<file path="src/rtl/reset_sequencer.sv">
// Power-up / recovery reset sequencer: waits for stable PLL lock, then releases
// NUM_STAGES reset domains in order, each gated on its own synchronised done ack.
module reset_sequencer #(
    parameter int NUM_STAGES     = 3,
    parameter int HOLD_CYCLES    = 16,
    parameter int SETTLE_CYCLES  = 64,
    parameter int GAP_CYCLES     = 8,
    parameter int TIMEOUT_CYCLES = 1024,
    parameter int MAX_RETRY      = 3,
    parameter int SYNC_STAGES    = 3,
    parameter int CNT_W          = 16
) (
    input  logic                  clk,
    input  logic                  resetn_async,
    input  logic                  pll_locked,
    input  logic [NUM_STAGES-1:0] stage_done,
    input  logic                  sw_reset_req,
    output logic [NUM_STAGES-1:0] stage_resetn,
    output logic                  seq_done,
    output logic                  seq_fault,
    output logic [2:0]            seq_state,
    output logic [1:0]            retry_cnt
);

    localparam int IDX_W = (NUM_STAGES > 1) ? $clog2(NUM_STAGES) : 1;

    typedef enum logic [2:0] {
        S_RESET_ALL = 3'd0,
        S_WAIT_LOCK = 3'd1,
        S_SETTLE    = 3'd2,
        S_RELEASE   = 3'd3,
        S_WAIT_DONE = 3'd4,
        S_GAP       = 3'd5,
        S_DONE      = 3'd6,
        S_FAULT     = 3'd7
    } state_e;

    state_e                state_q, state_d;
    logic [CNT_W-1:0]      cnt_q, cnt_d;
    logic [IDX_W-1:0]      idx_q, idx_d;
    logic [1:0]            retry_q, retry_d, retry_inc;
    logic [NUM_STAGES-1:0] rstn_q, rstn_d;
    logic                  done_q, done_d;
    logic                  fault_q, fault_d;
    logic                  locked_s, lock_lost;
    logic [NUM_STAGES-1:0] done_s;

    (* ASYNC_REG = "TRUE" *) logic [SYNC_STAGES-1:0] lock_sync_q;

    always_ff @(posedge clk or negedge resetn_async) begin
        if (!resetn_async) lock_sync_q <= '0;
        else               lock_sync_q <= {lock_sync_q[SYNC_STAGES-2:0], pll_locked};
    end
    assign locked_s = lock_sync_q[SYNC_STAGES-1];

    for (genvar i = 0; i < NUM_STAGES; i++) begin : g_done_sync
        (* ASYNC_REG = "TRUE" *) logic [SYNC_STAGES-1:0] sync_q;
        always_ff @(posedge clk or negedge resetn_async) begin
            if (!resetn_async) sync_q <= '0;
            else               sync_q <= {sync_q[SYNC_STAGES-2:0], stage_done[i]};
        end
        assign done_s[i] = sync_q[SYNC_STAGES-1];
    end

    always_ff @(posedge clk or negedge resetn_async) begin
        if (!resetn_async) begin
            state_q <= S_RESET_ALL;
            cnt_q   <= '0;
            idx_q   <= '0;
            retry_q <= '0;
            rstn_q  <= '0;
            done_q  <= 1'b0;
            fault_q <= 1'b0;
        end else begin
            state_q <= state_d;
            cnt_q   <= cnt_d;
            idx_q   <= idx_d;
            retry_q <= retry_d;
            rstn_q  <= rstn_d;
            done_q  <= done_d;
            fault_q <= fault_d;
        end
    end

    assign retry_inc = (retry_q == 2'd3) ? 2'd3 : retry_q + 2'd1;
    assign lock_lost = !locked_s &&
                       (state_q inside {S_RELEASE, S_WAIT_DONE, S_GAP, S_DONE});

    // Priority: sw request, lock loss, then per-state timeout/done/terminal count.
    always_comb begin
        state_d = state_q;
        cnt_d   = cnt_q;
        idx_d   = idx_q;
        retry_d = retry_q;
        if (sw_reset_req) begin
            state_d = S_RESET_ALL;
            cnt_d   = '0;
            retry_d = '0;
        end else if (lock_lost) begin
            state_d = S_RESET_ALL;
            cnt_d   = '0;
        end else begin
            case (state_q)
                S_RESET_ALL: begin
                    if (cnt_q == CNT_W'(HOLD_CYCLES - 1)) begin
                        state_d = S_WAIT_LOCK;
                        cnt_d   = '0;
                        idx_d   = '0;
                    end else begin
                        cnt_d = cnt_q + CNT_W'(1);
                    end
                end
                S_WAIT_LOCK: begin
                    if (locked_s) begin
                        state_d = S_SETTLE;
                        cnt_d   = '0;
                    end
                end
                S_SETTLE: begin
                    if (!locked_s) begin
                        state_d = S_WAIT_LOCK;
                        cnt_d   = '0;
                    end else if (cnt_q == CNT_W'(SETTLE_CYCLES - 1)) begin
                        state_d = S_RELEASE;
                    end else begin
                        cnt_d = cnt_q + CNT_W'(1);
                    end
                end
                S_RELEASE: begin
                    state_d = S_WAIT_DONE;
                    cnt_d   = '0;
                end
                S_WAIT_DONE: begin
                    if (done_s[idx_q]) begin
                        if (idx_q == IDX_W'(NUM_STAGES - 1)) begin
                            state_d = S_DONE;
                        end else begin
                            state_d = S_GAP;
                            cnt_d   = '0;
                        end
                    end else if (cnt_q == CNT_W'(TIMEOUT_CYCLES - 1)) begin
                        retry_d = retry_inc;
                        if (int'(retry_inc) >= MAX_RETRY) begin
                            state_d = S_FAULT;
                        end else begin
                            state_d = S_RESET_ALL;
                            cnt_d   = '0;
                        end
                    end else begin
                        cnt_d = cnt_q + CNT_W'(1);
                    end
                end
                S_GAP: begin
                    if (cnt_q == CNT_W'(GAP_CYCLES - 1)) begin
                        state_d = S_RELEASE;
                        idx_d   = idx_q + IDX_W'(1);
                    end else begin
                        cnt_d = cnt_q + CNT_W'(1);
                    end
                end
                default: ;
            endcase
        end
    end

    // Registered outputs follow the state being entered, so a release edge
    // raises stage_resetn[idx] together with the move into WAIT_DONE.
    always_comb begin
        rstn_d  = rstn_q;
        done_d  = (state_d == S_DONE);
        fault_d = (state_d == S_FAULT);
        case (state_d)
            S_RESET_ALL, S_WAIT_LOCK, S_SETTLE, S_FAULT: rstn_d = '0;
            S_WAIT_DONE: begin
                if (state_q == S_RELEASE)
                    rstn_d = rstn_q | (NUM_STAGES'(1) << idx_q);
            end
            S_DONE: rstn_d = '1;
            default: ;
        endcase
    end

    assign stage_resetn = rstn_q;
    assign seq_done     = done_q;
    assign seq_fault    = fault_q;
    assign seq_state    = state_q;
    assign retry_cnt    = retry_q;

endmodule
</file>
<file path="config.mk">
export PLATFORM = sky130hd
export DESIGN_NAME = reset_sequencer
export DESIGN_NICKNAME = d
export VERILOG_FILES = /design/src/rtl/reset_sequencer.sv
export SDC_FILE = /design/constraint.sdc
export NUM_CORES = 1
export LEC_CHECK = 0
export ABC_AREA = 1
export BUFFER_PORTS_ARGS = -buffer_cell sky130_fd_sc_hd__buf_4
export CORE_UTILIZATION = 54
export CTS_CLUSTER_DIAMETER = 60
export CTS_CLUSTER_SIZE = 40
export DETAILED_ROUTE_END_ITERATION = 7
export PLACE_DENSITY = 0.78
export SYNTH_ARGS = -nofsm -noshare
export SYNTH_HDL_FRONTEND = slang
export SYNTH_SLANG_ARGS = --single-unit
</file>
<file path="constraint.sdc">
create_clock -name clk -period 1.6 [get_ports clk]
set_input_delay 0.32 -clock clk [delete_from_list [all_inputs] [get_ports clk]]
set_output_delay 0.32 -clock clk [all_outputs]
set_load 0.02 [all_outputs]
</file>
==> summary.md <==
| Metric | Value |
|---|---|
| Max FO, Critical Path | 7 |
| Final Instance Area | 3640 sq um |
| CTS sink count | 40 |
| Clock H-tree levels | 2 |
| Met2 Use GR | 58.1% |
| Vias post-DR | 2828 |
| Hold Path Class | input pin to async pin |
| Seq/Total Area, Yosys | around 44% |
| Die Ht | about 67 um |
| Hold Slack | -0.0398 ns |
| RSZ-0062 raised after global routing | true |
| Critical path arrival | 2.42 ns |
| Total GRT Usage | around 33% |
| DPL Wire Length | ~4000 um |
| First-pass GRT wire length | 10700 um |
| Ys async rst share | 100% |
| Nets | 418 |
| Main synth FF type | dfrtp_1 |
| Core region area | 4030 sq um |
| Mapped Area | 2280 sq um |
| CTS tree | built |
| RD Place Congestion | 0.852 |
| WL/cell | between 20 and 25 um |
| Synthesized instance count | 307 |
| # setup viols final | 28 |
| Syn-to-layout area delta | 59.6% |
| Number of synthesized flops with an enable pin | 0 |
| Setup crit start kind | flop |
| Initial DRC count | 422 |
| Vias in the first global route | 2385 |
| Final min period | between 2 and 2.5 ns |
| Commonest non-fill, non-tap cell in the layout | buf_4 |
| DRC viols | 0 |
| Final Max Slew Viols | 0 |
| YS warnings | 0 |
| CP Capture Type | flop |
| Worst-path clk slew | around 0.10 ns |
| Pre-CTS setup slack | -0.256 ns |
| Commonest cells after routing, fill and taps aside | buf_4 (84), nand2_1 (51), dfrtp_1 (36) |
| Total Power | 2.11 mW |
| Top Usage Layer GRT | met2 |
| Failing checks | negative hold slack, negative setup slack |
| Die area | 4490 sq um |
| Layout cells sized above 1 | between 50 and 60% |
| Reg2reg start | cnt_q[12]$_DFFE_PN0P_ |
| Outcome | finished, violations left |
| Initial antenna violation count | 0 |
| Final ANT Viol Nets | 0 |
| Grt met1 use | 36.7% |
| CTS Buf Count | 5 |
| Net Count, Synth | 318 |
| Crit path required time | 1.80 ns |
| Register bit total from synthesis | 40 |
| R2R setup slack | -0.61 ns |
| Placed insts | roughly 420 |
| Setup ws final | -0.613 ns |
| Reg2reg path depth | 10 |
| DP Area | 2930 sq um |
| Max-cap violations | 0 |
| Slew Limit Headroom | 63.7% |
| Final worst path period share | 138% |
| Pwr dens | about 580 nW/um^2 |
| Worst-Skew Late Latency | 0.32 ns |
| P_leak | 1.82 nW |
| Diode count | 0 |
| Worst vdd ir | 537 uV |
| Fin cells | about 460 |
| Avg Vias per Cell | 6.17 |
| R2R Path End | cnt_q[12]$_DFFE_PN0P_ |
| Buffers added on ports | 16 |
| I/O pins | 17 |
| Worst slew pin tran | 0.545 ns |
| Row cnt | 23 |
| WL final | 9870 um |
| Syn_area_per_cell | 7.44 sq um |
| Starting Density | 56.7% |
| Grt ovf | 0 |
| Final Hold Viols | 21 |
| Upper clock frequency limit | 0.452 GHz |
| Largest net degree at the start of global routing | around 40 |
| CTS Root Cell | clkbuf_8 |
| Crit path kind | flop to flop |
| Distinct cells, synth | 32 |
| Hold Buf Count CTS | 0 |
| DRT Pass-1 Iters | 5 |
| Met3 Use GR | 7.36% |
| Clock skew | 0.0208 ns |
| Die X | 67.0 um |
| Clock buffer depth | 2 |
## synth_stat cells, drive strengths merged, types with 3 or more instances
library cell	instances	area share (%)
ha	4	2.2
nor2	53	9.9
buf	3	1.2
nor3	8	2.0
nand4	3	0.82
a21oi	16	3.7
o21ai	13	3.3
nand2	81	15
nand3	26	6.8
dfrtp	40	44
inv	50	8.2
## final cells by class
class / instances / area [sq um]
Clock buffer: 5 / 68.8
Sequential cell: 40 / 1010
Inverter: 50 / 220
Multi-Input combinational cell: 215 / 1470
Timing Repair Buffer: 95 / 772
Tap cell: 50 / 62.6
Clock inverter: 3 / 46.3
Fill cell: 143 / 384
## metal layers
layer  vias to the layer above  routed length (um)
met1                      1308                3440
met2                       261                4590
met3                        93                1040
met4                         0                 805
li1                       1166                   -
met5                         -                   0
## report_power, final
group	leakage (nW)	internal [mW]	total [mW]	switching, mW
combinational	1.24	0.0630	0.149	0.0861
sequential	0.522	1.03	1.04	0.0136
clock	0.0548	0.471	0.916	0.445
## per-stage QoR
step	util, %	TNS (ns)
global placement	72.7	-3.02
global route	90.5	-21.13
CTS	83.6	-3.25
finish	90.5	-11.38
floorplan	-	-0.800
detailed placement	72.7	-3.92
## worst max-delay path by stage
stage | from | cells after the start | slack (ns) | end
after floorplan | seq_state[1]$_DFF_PN0_ | 13 | -0.1 | stage_resetn[0]$_DFFE_PN0P_
after detailed placement | cnt_q[7]$_DFFE_PN0P_ | 13 | -0.26 | stage_resetn[0]$_DFFE_PN0P_
after global placement | cnt_q[7]$_DFFE_PN0P_ | 13 | -0.25 | stage_resetn[1]$_DFFE_PN0P_
after CTS | seq_state[2]$_DFF_PN0_ | 10 | -0.19 | cnt_q[6]$_DFFE_PN0P_
final | cnt_q[12]$_DFFE_PN0P_ | 10 | -0.61 | cnt_q[12]$_DFFE_PN0P_
after global routing | cnt_q[12]$_DFFE_PN0P_ | 10 | -1.05 | cnt_q[12]$_DFFE_PN0P_
## what timing repair did
item,in CTS,in global routing
pin swaps,20,34
gates resized for setup,47,68
hold endpoints to repair,0,0
gates cloned,0,1
endpoints found under the setup margin,24,28
setup buffers,19,10
## worst max-delay path, stage by stage, from the launching register on
cell and delay (ns):
dfrtp_1 0.42, nor2_1 0.23, nand2_2 0.16, nor2_2 0.25
nand2_4 0.12, nand2_1 0.14, nand4_1 0.16, nand2_4 0.19
o21ai_0 0.16, o21ai_1 0.16, inv_1 0.10
## sequential cells by signal (all words and copies together) (netlist names)
register            count
cnt_q                  16
g_done_sync.sync_q      9
lock_sync_q             3
seq_state               3
stage_resetn            3
idx_q                   2
retry_cnt               2
seq_done                1
seq_fault               1
## cell families (layout without fill, tap and decap cells)
kind of cell,Yosys count,count (layout),synth area share [%]
flip-flops,40,40,43.8
adder cells (fa/ha/maj),4,4,2.19
buffers and inverters,53,153,9.37
AO/OA/AOI/OAI,35,35,9.04
XOR/XNOR,1,1,0.384
AND/OR/NAND/NOR,174,175,35.2
(Power assumes the default switching activity.)
